<file path="config.mk">
export PLATFORM = sky130hd
export DESIGN_NAME = prio_enc_seg_scan
export DESIGN_NICKNAME = d
export VERILOG_FILES = /design/src/rtl/prio_enc_seg_scan.sv
export SDC_FILE = /design/constraint.sdc
export NUM_CORES = 1
export LEC_CHECK = 0
export ABC_AREA = 1
export CORE_MARGIN = 4
export CORE_UTILIZATION = 60
export DETAILED_ROUTE_END_ITERATION = 16
export GPL_TIMING_DRIVEN = 1
export PLACE_DENSITY = 0.83
export SLEW_MARGIN = 15
export SYNTH_ARGS = -nofsm -noshare
export SYNTH_HDL_FRONTEND = slang
export SYNTH_SLANG_ARGS = --single-unit
</file>
<file path="constraint.sdc">
create_clock -name CLK -period 3.3 [get_ports CLK]
set_clock_uncertainty 0.05 [all_clocks]
set_input_delay 0.66 -clock CLK [delete_from_list [all_inputs] [get_ports CLK]]
set_output_delay 0.66 -clock CLK [all_outputs]
set_load 0.03 [all_outputs]
</file>
<file path="src/rtl/prio_enc_seg_scan.sv">
// Debounced active-low priority encoder that shows the winning index in decimal
// on a scanned two-digit 7-segment display, with live and latch-until-clear modes.
module prio_enc_seg_scan #(
    parameter int N_IN     = 16,
    parameter int IDX_W    = 4,
    parameter int DEB_CYC  = 4,
    parameter int SCAN_DIV = 1000,
    parameter int MAX_SHOW = 9
) (
    input  logic             CLK,
    input  logic             nRST,
    input  logic             EI,
    input  logic [N_IN-1:0]  DataIn,
    input  logic             HOLD,
    input  logic             CLR,
    output logic [IDX_W-1:0] Code,
    output logic             GS,
    output logic             EO,
    output logic             Valid,
    output logic [7:0]       Seg,
    output logic [1:0]       Dig
);
    localparam int DEB_W  = $clog2(DEB_CYC + 1);
    localparam int SCAN_W = $clog2(SCAN_DIV);
    localparam logic [DEB_W-1:0]  DEB_MAX  = DEB_W'(DEB_CYC - 1);
    localparam logic [SCAN_W-1:0] SCAN_MAX = SCAN_W'(SCAN_DIV - 1);

    generate
        if (IDX_W != $clog2(N_IN)) begin : g_bad_idx_w
            $error("IDX_W must equal clog2(N_IN)");
        end
    endgenerate

    typedef enum logic [1:0] {S_IDLE, S_SHOW, S_HELD} state_t;

    logic [N_IN-1:0]   r_sync1, r_sync2, r_prev, r_stable;
    logic [DEB_W-1:0]  r_deb_cnt, w_deb_nxt;
    logic [IDX_W-1:0]  r_code, w_idx;
    logic              r_eo, r_valid, w_any, w_req, w_load, w_gs, w_over, r_dsel;
    state_t            r_state, w_state_nxt;
    logic [SCAN_W-1:0] r_scan;
    logic [7:0]        r_seg;
    logic [1:0]        r_dig;
    logic [6:0]        w_code_ext;
    logic [3:0]        w_ones, w_tens;

    // The stable vector is refreshed on the same edge the counter reaches its
    // terminal value, which gives 2+DEB_CYC+1 cycles from pin to Code.
    always_comb begin
        w_deb_nxt = '0;
        if (r_sync2 == r_prev)
            w_deb_nxt = (r_deb_cnt == DEB_MAX) ? DEB_MAX : r_deb_cnt + 1'b1;
    end

    always_ff @(posedge CLK or negedge nRST) begin
        if (!nRST) begin
            r_sync1   <= '1;
            r_sync2   <= '1;
            r_prev    <= '1;
            r_stable  <= '1;
            r_deb_cnt <= '0;
            r_eo      <= 1'b1;
        end else begin
            r_sync1   <= DataIn;
            r_sync2   <= r_sync1;
            r_prev    <= r_sync2;
            r_deb_cnt <= w_deb_nxt;
            if (w_deb_nxt == DEB_MAX)
                r_stable <= r_sync2;
            r_eo      <= EI | w_any;
        end
    end

    always_comb begin
        w_idx = '0;
        for (int i = 0; i < N_IN; i++)
            if (!r_stable[i]) w_idx = IDX_W'(i);
    end
    assign w_any = ~&r_stable;
    assign w_req = ~EI & w_any;

    always_ff @(posedge CLK or negedge nRST) begin
        if (!nRST) r_state <= S_IDLE;
        else       r_state <= w_state_nxt;
    end

    always_comb begin
        w_state_nxt = r_state;
        w_load      = 1'b0;
        case (r_state)
            S_IDLE: if (w_req) begin
                w_load      = 1'b1;
                w_state_nxt = HOLD ? S_HELD : S_SHOW;
            end
            S_SHOW: begin
                if (HOLD)               w_state_nxt = S_HELD;
                else if (!w_req)        w_state_nxt = S_IDLE;
                else if (w_idx != r_code) w_load    = 1'b1;
            end
            S_HELD: begin
                if (CLR)                w_state_nxt = S_IDLE;
                else if (!HOLD)         w_state_nxt = w_req ? S_SHOW : S_IDLE;
            end
            default:                    w_state_nxt = S_IDLE;
        endcase
    end

    always_comb begin
        w_gs = (r_state == S_IDLE);
    end

    always_ff @(posedge CLK or negedge nRST) begin
        if (!nRST) begin
            r_code  <= '0;
            r_valid <= 1'b0;
        end else begin
            r_valid <= w_load;
            if (w_load) r_code <= w_idx;
        end
    end

    function automatic logic [7:0] seg7(input logic [3:0] d);
        case (d)
            4'd0: seg7 = 8'h3F;  4'd1: seg7 = 8'h06;
            4'd2: seg7 = 8'h5B;  4'd3: seg7 = 8'h4F;
            4'd4: seg7 = 8'h66;  4'd5: seg7 = 8'h6D;
            4'd6: seg7 = 8'h7D;  4'd7: seg7 = 8'h07;
            4'd8: seg7 = 8'h7F;  4'd9: seg7 = 8'h6F;
            default: seg7 = 8'h00;
        endcase
    endfunction

    assign w_code_ext = 7'(r_code);
    assign w_ones     = 4'(w_code_ext % 7'd10);
    assign w_tens     = 4'(w_code_ext / 7'd10);
    assign w_over     = 32'(r_code) > 32'(MAX_SHOW);

    // Seg and Dig share one register so the digit switch and pattern change land together.
    always_ff @(posedge CLK or negedge nRST) begin
        if (!nRST) begin
            r_scan <= '0;
            r_dsel <= 1'b0;
            r_seg  <= 8'h00;
            r_dig  <= 2'b11;
        end else begin
            if (r_scan == SCAN_MAX) begin
                r_scan <= '0;
                r_dsel <= ~r_dsel;
            end else begin
                r_scan <= r_scan + 1'b1;
            end
            if (r_state == S_IDLE || w_over) begin
                r_seg <= 8'h00;
                r_dig <= 2'b11;
            end else if (!r_dsel) begin
                r_seg <= seg7(w_ones);
                r_dig <= 2'b10;
            end else begin
                r_seg <= (w_tens == 4'd0) ? 8'h00 : seg7(w_tens);
                r_dig <= 2'b01;
            end
        end
    end

    assign Code  = r_code;
    assign GS    = w_gs;
    assign EO    = r_eo;
    assign Valid = r_valid;
    assign Seg   = r_seg;
    assign Dig   = r_dig;
endmodule

</file>
==> flow_summary.toml <==
[run_status]
outcome = "finished, final reports clean"

[grt]
track_usage = 0.1888
antenna_found_initial = 0
grt_start_max_net_pins = 79
overflow = 0
grt_pass1_vias = 2561
wire_length_of_the_first_global_routing_pass_um = 11300

[synth]
combinational_family_with_the_most_area_after_synthesis = "simple AND/OR/NAND/NOR gates"
synth_seq_cells = 95
async_reset_ff_frac = 1.000
yosysWarningCount = 0
yosys.cell_count.top_type = "nand2_1"
nets_in_the_synthesized_netlist = 395
netlist-cell-type-count = 34
ys_dominant_reg_cell = "dfstp_2"
synth_area_sq_um = 3882
postSynthAreaPerCell_sq_um = 10.67
synth.top_cell.area_share = 0.4534
synth_simple_gate_area_frac = 0.1847
yosys.area_share.xor_xnor = 0.02933
synth_sequential_area_ratio = 0.6339
synth_compound_gate_area_share = 0.06574
synth.cells.most_frequent = "nand2_1 (84), dfstp_2 (67), inv_1 (40), dfrtp_1 (28), nand3_1 (27)"
synth.top_cells.by_area = "dfstp_2 (45%), dfrtp_1 (18%), nand2_1 (8.1%)"
synth_adder_area_share = 0.03223
synth_cells = 364
synthDominantAreaCellType = "dfstp_2"
post_synth_mux_area_share = 0
number_of_enable_flip_flop_cells_after_synthesis = 0

[detailed_routing]
detailroute.via_count = 2546
avg_wl_per_cell_um = 13.41
finalWirelength_um = 6572
route.detailed.drc = 0
drt-vias-per-instance = 5.196
detailedRoute.firstIterationViolations = 126
route.antenna.remaining_nets = 0
dr.pass1.iters = 5

[sta]
slew_headroom = 0.3842
max_freq_mhz = 397.6
finalCritPeriodShare = 0.7621
worst-slew-pin-transition_ns = 0.9237
fin_setup_tns_ns = 0
hold_ws_ns = 0.3032
report.final.slew_viol_count = 0
timing_hold_violations_final = 0
rsz_0062_raised_after_global_routing = "no"
post-route-worst-setup-slack_ns = 0.7851
setup_viol = 0
layout_min_cycle_time_ns = 2.515

[pwr]
vdd_ir_drop_max_uv = 387.3
p_per_area_nw_per_um2 = 565.2
total_power_mw = 2.545
swShare = 0.2875
internal_power_mw = 1.813
leakagePower_nw = 2.031
power.share.combinational = 0.189
p_clk_frac = 0.297
switching_power_uw = 731.7
pwr-share-seq = 0.514

[setup_path]
crit_path_end_kind = "flop"
critical-path-top-cell-by-count = "inv_1"
peak_fanout_along_the_critical_path = 6
reg2reg_to = "Seg[3]$_DFF_PN0_"
rr_worst_depth = 11
critical_path_type = "reg -> reg"
worstSetupStartpointType = "flop"
reg2reg_setup_slack_ns = 0.79
cp_num_buf_inv = 4
critical-path-slowest-cell = "o21ai_0"
r2r_path_start = "Code[1]$_DFFE_PN0P_"
cp_data_arrival_time_ns = 2.75
worst_path_dominant_cell_family = "compound AO/OA/AOI/OAI gates"
path_cells = "inv_1, ha_1, inv_1, ha_1, inv_1, o21ai_0, inv_1, ha_1, o21ai_0, nor2_1, nor2_1"
cp_data_required_time_ns = 3.54
cpPeakStageDelay_ns = 0.57

[floorplan]
initial_core_util = 0.6149
dieArea_sq_um = 7822
boundary_pins = 38
core.rowCount = 29
die_x_um = 88.44
die_height_um = 88.44
core_sq_um = 6314

[placed_design]
placed_cells = 474
detailedPlace.worstSlack_ns = 0.8504
final_gp_congestion = 0.8209
post_detailed_placement_cell_area_sq_um = 4307
detailedPlacementHpwl_um = 4697
io_buffer_count = 36

[layout]
number_of_antenna_repair_diodes = 0
fin_cells = 490
area_growth_from_synthesis_to_layout_pct = 15.98
layout.nets = 439
final_design_area_no_fill_sq_um = 4503
final_layout_size_suffix_gt1_frac = 0.2615
final_core_util = 0.7132

[clocking]
root_buffer = "clkbuf_8"
postCtsSetupBuffers = 0
tritoncts = "done"
clock-sinks = 95
cts_resized = 0
clkLatencyLatePin_ns = 0.35
htreeDepth = 3
clockBufferDepth = 2
numCtsBuffers = 9
clkSlewWorstSetupHoldPaths_ns = 0.09
cts_hold_buf = 0

[min_path]
whs_endpoint = "r_sync2[3]$_DFF_PN1_"
min_path_type = "reg -> reg"
timing.hold.worst_path_depth = 0
hp-start = "r_sync1[3]$_DFF_PN1_"

[job]
max_cap_violations = 0
[flip-flops by register name (all words and copies together) (netlist names), 2 cells and up]
signal and flops:
Code 4, Dig 2, Seg 7, r_deb_cnt 3, r_prev 16, r_scan 10
r_stable 16, r_state 2, r_sync1 16, r_sync2 16
[power by group through the flow]
stage | combinational [mW] | sequential [mW] | clock (mW)
6_report | 0.480 | 1.31 | 0.757
2_1_floorplan | 0.214 | 1.40 | 0
4_1_cts | 0.483 | 1.31 | 0.773
5_1_grt | 0.531 | 1.32 | 0.829
3_3_place_gp | 0.456 | 1.32 | 0
3_5_place_dp | 0.472 | 1.33 | 0
[cell families after synthesis]
family | after synthesis
buf+inv | 49
simple gates | 157
fa+ha+maj | 10
compound gates | 39
other cells | 1
xor+xnor | 13
flops | 95
[cell type report]
cell class	instances	area (sq um)
sequential	95	2461
fill	457	1810
multi-input combinational	220	1215
timing repair buffer	37	365.4
inverter	45	168.9
clock buffer	11	141.4
tap	77	96.34
clock inverter	5	55.05
[worst max-delay path by stage]
stage | startpoint | endpoint | slack [ns] | depth (start not counted)
floorplan | Code[1]$_DFFE_PN0P_ | Seg[0]$_DFF_PN0_ | 1.00 | 11
global placement | r_sync2[14]$_DFF_PN1_ | r_stable[3]$_DFFE_PN1N_ | 0.93 | 9
detailed placement | r_sync2[14]$_DFF_PN1_ | r_stable[6]$_DFFE_PN1N_ | 0.85 | 9
CTS | r_sync2[14]$_DFF_PN1_ | r_stable[13]$_DFFE_PN1N_ | 0.79 | 9
global route | r_sync2[14]$_DFF_PN1_ | r_stable[1]$_DFFE_PN1N_ | 0.51 | 9
finish | Code[1]$_DFFE_PN0P_ | Seg[3]$_DFF_PN0_ | 0.79 | 11
[placed cells by master (no fill, tap or decap), drive strengths merged, types with 3 or more instances in the layout]
master,count
dfrtp,28
or2,7
ha,10
o21ai,17
nor3,8
nor2,21
clkbuf,11
nand3,27
nand4,4
xor2,4
clkdlybuf4s50,35
dfstp,67
inv,47
nand2,86
a21oi,12
a31oi,3
xnor2,9
o2111ai,3
[routing by layer]
layer,vias up,track usage,wire (um)
li1,1244,-,-
met1,1225,0.2431,2884
met2,64,0.3025,3232
met3,13,0.05214,346
met4,0,0.08104,109
met5,-,0,0
[worst reg2reg max path: cells and delay by family, from the launching register on]
family / cells / cell delay (ns)
DFF: 1 / 0.44
and+or+nand+nor: 2 / 0.18
adders and majority gates: 3 / 0.59
AOI/OAI and AO/OA: 2 / 0.79
buffers and inverters: 4 / 0.40
(Power assumes the default switching activity.)
